`src/rtl/sad_accum_select.sv`:
```
// Sums 25 quarter-pel candidate diff rows over one block into SADs, then scans
// them one per cycle and reports the minimum as a motion-vector refinement.
module sad_accum_select #(
  parameter int ROWS  = 6,
  parameter int SAD_W = 14
) (
  input  logic             clk,
  input  logic             rst_n,
  input  logic             in_valid,
  output logic             in_ready,
  input  logic [1199:0]    diff_bus,
  output logic             out_valid,
  input  logic             out_ready,
  output logic [SAD_W-1:0] best_sad,
  output logic [4:0]       best_idx,
  output logic [2:0]       best_mvx,
  output logic [2:0]       best_mvy,
  output logic [1:0]       dbg_state
);

  // Handshakes: a transfer happens on a rising edge with valid & ready both
  // high; valid holds its payload stable until then, ready never looks at valid.

  localparam int NCAND  = 25;
  localparam int CENTRE = 12;

  if (ROWS < 1 || ROWS > 6) begin : g_bad_rows
    $error("sad_accum_select: ROWS must be in 1..6");
  end
  if ((64'd1 << SAD_W) <= 64'(ROWS) * 64'd1530) begin : g_bad_sad_w
    $error("sad_accum_select: SAD_W too narrow for ROWS*1530");
  end

  typedef enum logic [1:0] {
    S_ACC  = 2'd0,
    S_CMP  = 2'd1,
    S_DONE = 2'd2
  } state_t;

  state_t           r_state;
  state_t           w_next_state;
  logic             r_in_ready;
  logic [2:0]       r_row;
  logic [SAD_W-1:0] r_acc [NCAND];
  logic [10:0]      w_row_sum [NCAND];
  logic [4:0]       r_idx;
  logic [SAD_W-1:0] r_best;
  logic [4:0]       r_best_idx;
  logic [SAD_W-1:0] w_cand;
  logic             w_accept;
  logic             w_last_row;
  logic             w_cmp_last;
  logic             w_release;
  logic [2:0]       w_best_v;
  logic [2:0]       w_best_h;
  logic             r_out_valid;
  logic [SAD_W-1:0] r_out_sad;
  logic [4:0]       r_out_idx;
  logic [2:0]       r_out_mvx;
  logic [2:0]       r_out_mvy;

  assign w_accept   = in_valid & r_in_ready;
  assign w_last_row = w_accept & (r_row == 3'(ROWS - 1));
  assign w_cmp_last = (r_state == S_CMP) & (r_idx == 5'd25);
  assign w_release  = (r_state == S_DONE) & out_ready;

  always_ff @(posedge clk or negedge rst_n) begin
    if (!rst_n) begin
      r_state <= S_ACC;
    end else begin
      r_state <= w_next_state;
    end
  end

  always_comb begin
    w_next_state = r_state;
    case (r_state)
      S_ACC:   if (w_last_row) w_next_state = S_CMP;
      S_CMP:   if (w_cmp_last) w_next_state = S_DONE;
      S_DONE:  if (out_ready)  w_next_state = S_ACC;
      default: w_next_state = S_ACC;
    endcase
  end

  // Registered so it stays low through reset and never follows in_valid.
  always_ff @(posedge clk or negedge rst_n) begin
    if (!rst_n) begin
      r_in_ready <= 1'b0;
    end else begin
      r_in_ready <= (w_next_state == S_ACC);
    end
  end

  always_comb begin
    for (int k = 0; k < NCAND; k++) begin
      w_row_sum[k] = '0;
      for (int j = 0; j < 6; j++) begin
        w_row_sum[k] = w_row_sum[k] + 11'(diff_bus[48*k + 8*j +: 8]);
      end
    end
  end

  always_ff @(posedge clk or negedge rst_n) begin
    if (!rst_n) begin
      r_row <= '0;
    end else if (w_last_row || w_release) begin
      r_row <= '0;
    end else if (w_accept) begin
      r_row <= r_row + 3'd1;
    end
  end

  always_ff @(posedge clk or negedge rst_n) begin
    if (!rst_n) begin
      for (int k = 0; k < NCAND; k++) r_acc[k] <= '0;
    end else if (w_accept) begin
      for (int k = 0; k < NCAND; k++) r_acc[k] <= r_acc[k] + SAD_W'(w_row_sum[k]);
    end else if (w_release) begin
      for (int k = 0; k < NCAND; k++) r_acc[k] <= '0;
    end
  end

  always_comb begin
    w_cand = '0;
    if (r_idx < 5'd25) w_cand = r_acc[r_idx];
  end

  // Seeding with the centre and replacing only on a strict win gives the
  // centre every tie, and otherwise the lowest index among equal minima.
  always_ff @(posedge clk or negedge rst_n) begin
    if (!rst_n) begin
      r_idx      <= '0;
      r_best     <= '0;
      r_best_idx <= '0;
    end else if (w_last_row) begin
      r_idx      <= '0;
      r_best     <= r_acc[CENTRE] + SAD_W'(w_row_sum[CENTRE]);
      r_best_idx <= 5'(CENTRE);
    end else if (r_state == S_CMP && r_idx < 5'd25) begin
      if (w_cand < r_best) begin
        r_best     <= w_cand;
        r_best_idx <= r_idx;
      end
      r_idx <= r_idx + 5'd1;
    end
  end

  assign w_best_v = 3'(r_best_idx / 5'd5);
  assign w_best_h = 3'(r_best_idx % 5'd5);

  always_ff @(posedge clk or negedge rst_n) begin
    if (!rst_n) begin
      r_out_valid <= 1'b0;
      r_out_sad   <= '0;
      r_out_idx   <= '0;
      r_out_mvx   <= '0;
      r_out_mvy   <= '0;
    end else if (w_cmp_last) begin
      r_out_valid <= 1'b1;
      r_out_sad   <= r_best;
      r_out_idx   <= r_best_idx;
      r_out_mvx   <= w_best_h - 3'd2;
      r_out_mvy   <= w_best_v - 3'd2;
    end else if (w_release) begin
      r_out_valid <= 1'b0;
    end
  end

  assign in_ready  = r_in_ready;
  assign out_valid = r_out_valid;
  assign best_sad  = r_out_sad;
  assign best_idx  = r_out_idx;
  assign best_mvx  = r_out_mvx;
  assign best_mvy  = r_out_mvy;
  assign dbg_state = r_state;

endmodule

```
`config.mk`:
```
export PLATFORM = sky130hd
export DESIGN_NAME = sad_accum_select
export DESIGN_NICKNAME = d
export VERILOG_FILES = /design/src/rtl/sad_accum_select.sv
export SDC_FILE = /design/constraint.sdc
export NUM_CORES = 2
export LEC_CHECK = 0
export ABC_AREA = 1
export BUFFER_PORTS_ARGS = -buffer_cell sky130_fd_sc_hd__buf_4
export CORE_MARGIN = 3
export CORE_UTILIZATION = 25
export CTS_CLUSTER_DIAMETER = 50
export DETAILED_ROUTE_END_ITERATION = 16
export PLACE_DENSITY = 0.44
export SKIP_CTS_REPAIR_TIMING = 1
export SLEW_MARGIN = 5
export SYNTH_ARGS = -nofsm -noshare
export SYNTH_HDL_FRONTEND = slang
export SYNTH_SLANG_ARGS = --single-unit
export TNS_END_PERCENT = 20
```
`constraint.sdc`:
```
create_clock -name clk -period 3.5 [get_ports clk]
set_input_delay 0.875 -clock clk [delete_from_list [all_inputs] [get_ports clk]]
set_output_delay 0.875 -clock clk [all_outputs]
set_load 0.03 [all_outputs]
```
==> results <==
- Hold timing on the final database bottoms out at a slack of 167.9 ps.
- Subtracting the final worst setup slack from the clock period gives 4036 ps.
- Routability-driven placement finished with a final weighted congestion of 0.9059.
- After global routing the overflow that remains totals 0.
- The path class of the tightest hold or removal check is input pin to async pin.
- The run finished, with violations left.
- Summed over all layers, the routed wires come to 249.3 mm.
- The per-instance average area after synthesis is 8.008 µm².
- The iteration count of the initial detailed-routing pass is 5.
- The first-pass GRT wire length is 359.9 mm.
- The worst path buffer plus inverter count is 6.
- The total count of hold-check failures in the final report is 0.
- The final layout contains ~12,000 nets.
- Derived from the worst setup path, the maximum achievable clock frequency is between 0.2 and 0.25 GHz.
- The worst-path maximum fanout is 4.
- Clock skew on the completed layout was measured at 37.98 ps.
- When the netlist entered floorplanning its net count stood at between 10,000 and 15,000.
- After routing the design area is 86,850 µm².
- Clock-pin slew was measured on the worst setup and hold paths at 50 ps.
- The fraction of the yosys area taken by sequential cells is 0.1700.
- The maximum clock path buffer count is 3.
- The dominant cell type by count on the critical path is fa_1.
- The synthesis warning total is 0.
- Counting flops and latches in the post-synthesis netlist gives 406.
- The number of nets with antenna violations after routing is 0.
- The total via count after detailed routing is 54,430.
- Of the cells placed in the final design, the portion with a size suffix greater than 1 is 0.3190.
- The count of buffers inserted at the top-level ports is 1,232.
- The instance area at placement is 80,220 µm².
- The remaining design rule violation count is 0.
- Summing every instance area after synthesis gives 59,760 µm².
- The critical path is of the input pin to flip-flop type.
- Traced cell by cell, the critical path runs through buf_8, inv_8, fa_1, inv_1, fa_1, fa_1, inv_2, fa_1, inv_2, fa_2, a21oi_4, o21ai_4, a21oi_4, o21ai_2, xor2_2, buf_4, o21ai_1.
- Pin placement for this block handled 1,233 I/O pins.
- From synthesis to final layout, the design area changed by 45.32%.
- The initialized floorplan defines 178 standard-cell rows.
- Dividing total power by cell area gives a power density of 1315 nW/µm².
- The core region is 236,500 µm².
- The number of antenna violations at the first check in global routing came to 19.
- The root buffer cell chosen for the clock tree is clkbuf_16.
- In the post-route analysis, the smallest setup slack over all paths is -535.9 ps.
- The chip width is 494.9 µm.
- The total count of max-transition violations in the final report was 0.
- Once detailed placement completed, the half-perimeter wirelength came to ~210 mm.
- For this configuration, the core starts out at a cell density of 0.2527.
- Setup violations remaining at the end of the flow were counted as 249.
- The number of distinct library cells after synthesis is 43.
- After the first detailed-routing iteration, the DRC count stood at 2,349.
- The die covers 244,900 µm².
- The worst reg-to-reg setup slack is -170 ps.
- STA puts the critical path data required time at 4060 ps.
- Among all stages on the critical path, the largest delay is contributed by fa_1.
- The via count of the first global-routing pass is 58,000.
- Across the run, the number of max-cap violations was 0.
- The average detailed-routed wire length per instance is just under 20 µm.
- Across the VDD grid, the largest voltage drop is 0.6890 mV.
- In this run, CTS created clock tree buffers numbering 96.
- Entering global routing, the biggest net connects 117 pins.
- The final reports fail on setup timing.
- The CTS tree is yes.
- The total number of clock tree sinks is between 400 and 500.
- Setup repair after global routing could not meet its margin everywhere.
- The synthesized design contains 0 enable-type register cells.
- Summed over all failing endpoints, the final setup total negative slack is -69,600 ps.
- The kind of cell with the highest combined delay along the critical path is adder cells.
- The post-synthesis instance total is around 7,500.
- The worst relative slew slack is 0.3053.
- In the global route stage, overall resource usage came out at 0.1967.
- The H-tree was split into 3 levels.
- Data arrives at the worst endpoint at 4590 ps.
- For the pin with the worst max-slew slack, the measured transition is 1042 ps.
- STA classifies the critical path startpoint as an input pin.
- The endpoint class of the critical path is a flip-flop.
- At the later pin of the worst-skew pair, clock insertion delay measures 700 ps.
- The final period utilization is 1.153.
- The top flip-flop cell by instance count after synthesis is dfrtp_1.
- Counting flops with an async set or reset pin after synthesis yields a share of 1.000.
- In the layout the commonest cells are inv_1 (2,429), buf_4 (1,981), fa_1 (886), nand2_1 (833), dfrtp_1 (403).
- For this design the static power due to leakage is about 0.046 µW.
- The floorplan step set the die height to a little under 500 µm.
- The most frequent standard cell in the layout excluding fill and tap cells is inv_1.
- On the worst path, the slowest cell contributes a delay of 570 ps.
- The via-per-instance ratio is 4.278.
-- logic make-up (layout without fill, tap and decap cells) --
logic type,Yosys count,after routing,share of synthesized area
buffers and inverters,2762,4865,0.1751
AND/OR/NAND/NOR,1513,1513,0.1036
adder cells (fa/ha/maj),1447,1447,0.4223
AO/OA/AOI/OAI,1280,1280,0.1209
flip-flops,406,406,0.1700
XOR/XNOR,55,55,0.008061
other,0,6,0
-- worst paths after layout --
check                                        startpoint                       to  cells past startpoint
worst min-delay path                              rst_n   r_acc[225]$_DFFE_PN0P_                      1
min in group clk                              out_ready   dbg_state[1]$_DFF_PN0_                      2
worst max register to register     r_idx[0]$_DFFE_PN0P_    r_best[7]$_DFFE_PN0P_                     23
worst max-delay path                      diff_bus[578]   r_acc[179]$_DFFE_PN0P_                     17
worst min register to register  best_sad[3]$_DFFE_PN0P_  best_sad[3]$_DFFE_PN0P_                      2
max in group asynchronous                         rst_n    r_acc[88]$_DFFE_PN0P_                      3
-- layout make-up --
class	count	area (µm²)
fill	24830	149700
clock inverter	53	679.4
timing repair buffer	2081	16430
timing repair inverter	2	25.02
multi-input combinational	4295	43010
sequential	406	10170
inverter	2604	9907
tap	3150	3941
antenna	6	15.01
clock buffer	125	2673
-- sequential cells by signal (all words and copies together) (netlist names) --
register	count
r_acc	350
best_sad	14
r_best	14
best_idx	5
r_best_idx	5
r_idx	5
best_mvx	3
best_mvy	3
r_row	3
dbg_state	2
in_ready	1
out_valid	1
-- routing by layer --
| metal | vias up | GRT usage | routed length (µm) |
|---|---|---|---|
| met2 | 1221 | 0.3530 | 126000 |
| li1 | 26510 | - | - |
| met5 | - | 0 | 60 |
| met3 | 261 | 0.02814 | 10650 |
| met1 | 26420 | 0.2487 | 105500 |
| met4 | 10 | 0.04396 | 7145 |
-- per-stage QoR --
stage,setup WS [ps],std cells,utilization,power [µW]
after floorplan,-797.9,7463,-,59190
after global placement,-1299,12490,0.3392,93850
after detailed placement,-1286,12490,0.3392,94380
after CTS,-519.9,12670,0.3534,104700
after global routing,-646.7,12720,0.3671,126200
final,-535.9,12720,0.3672,114200
-- cells in the mapped netlist (3+ instances only) --
| master | count | area, µm² |
|---|---|---|
| o2111ai_1 | 25 | 219.0 |
| buf_2 | 32 | 160.2 |
| buf_1 | 18 | 67.56 |
| a31o_2 | 22 | 192.7 |
| inv_2 | 4 | 15.01 |
| nand4_1 | 20 | 125.1 |
| clkbuf_1 | 97 | 364.1 |
| nand2_1 | 913 | 3427 |
| nor2_1 | 221 | 829.6 |
| xor2_1 | 29 | 254.0 |
| buf_6 | 5 | 56.30 |
| o22ai_1 | 173 | 1082 |
| a21oi_1 | 339 | 1697 |
| o221ai_1 | 25 | 219.0 |
| buf_4 | 5 | 37.54 |
| inv_1 | 2598 | 9752 |
| a211oi_1 | 27 | 202.7 |
| dfrtp_1 | 406 | 10160 |
| o21bai_1 | 23 | 172.7 |
| xnor2_1 | 26 | 227.7 |
| a22o_1 | 17 | 148.9 |
| nor3_1 | 44 | 220.2 |
| a31oi_1 | 23 | 143.9 |
| o21ai_1 | 12 | 60.06 |
| nand2_2 | 3 | 18.77 |
| fa_1 | 950 | 19020 |
| o21ai_0 | 551 | 2758 |
| nand3_1 | 306 | 1531 |
| ha_1 | 497 | 6218 |
| o211ai_1 | 33 | 247.7 |
-- report_power, final --
part	internal, µW	switching (µW)
clock	6200	3300
sequential	7230	1780
combinational	45300	50400
total	58700	55500
No activity file was read; power rests on OpenSTA's default activity.
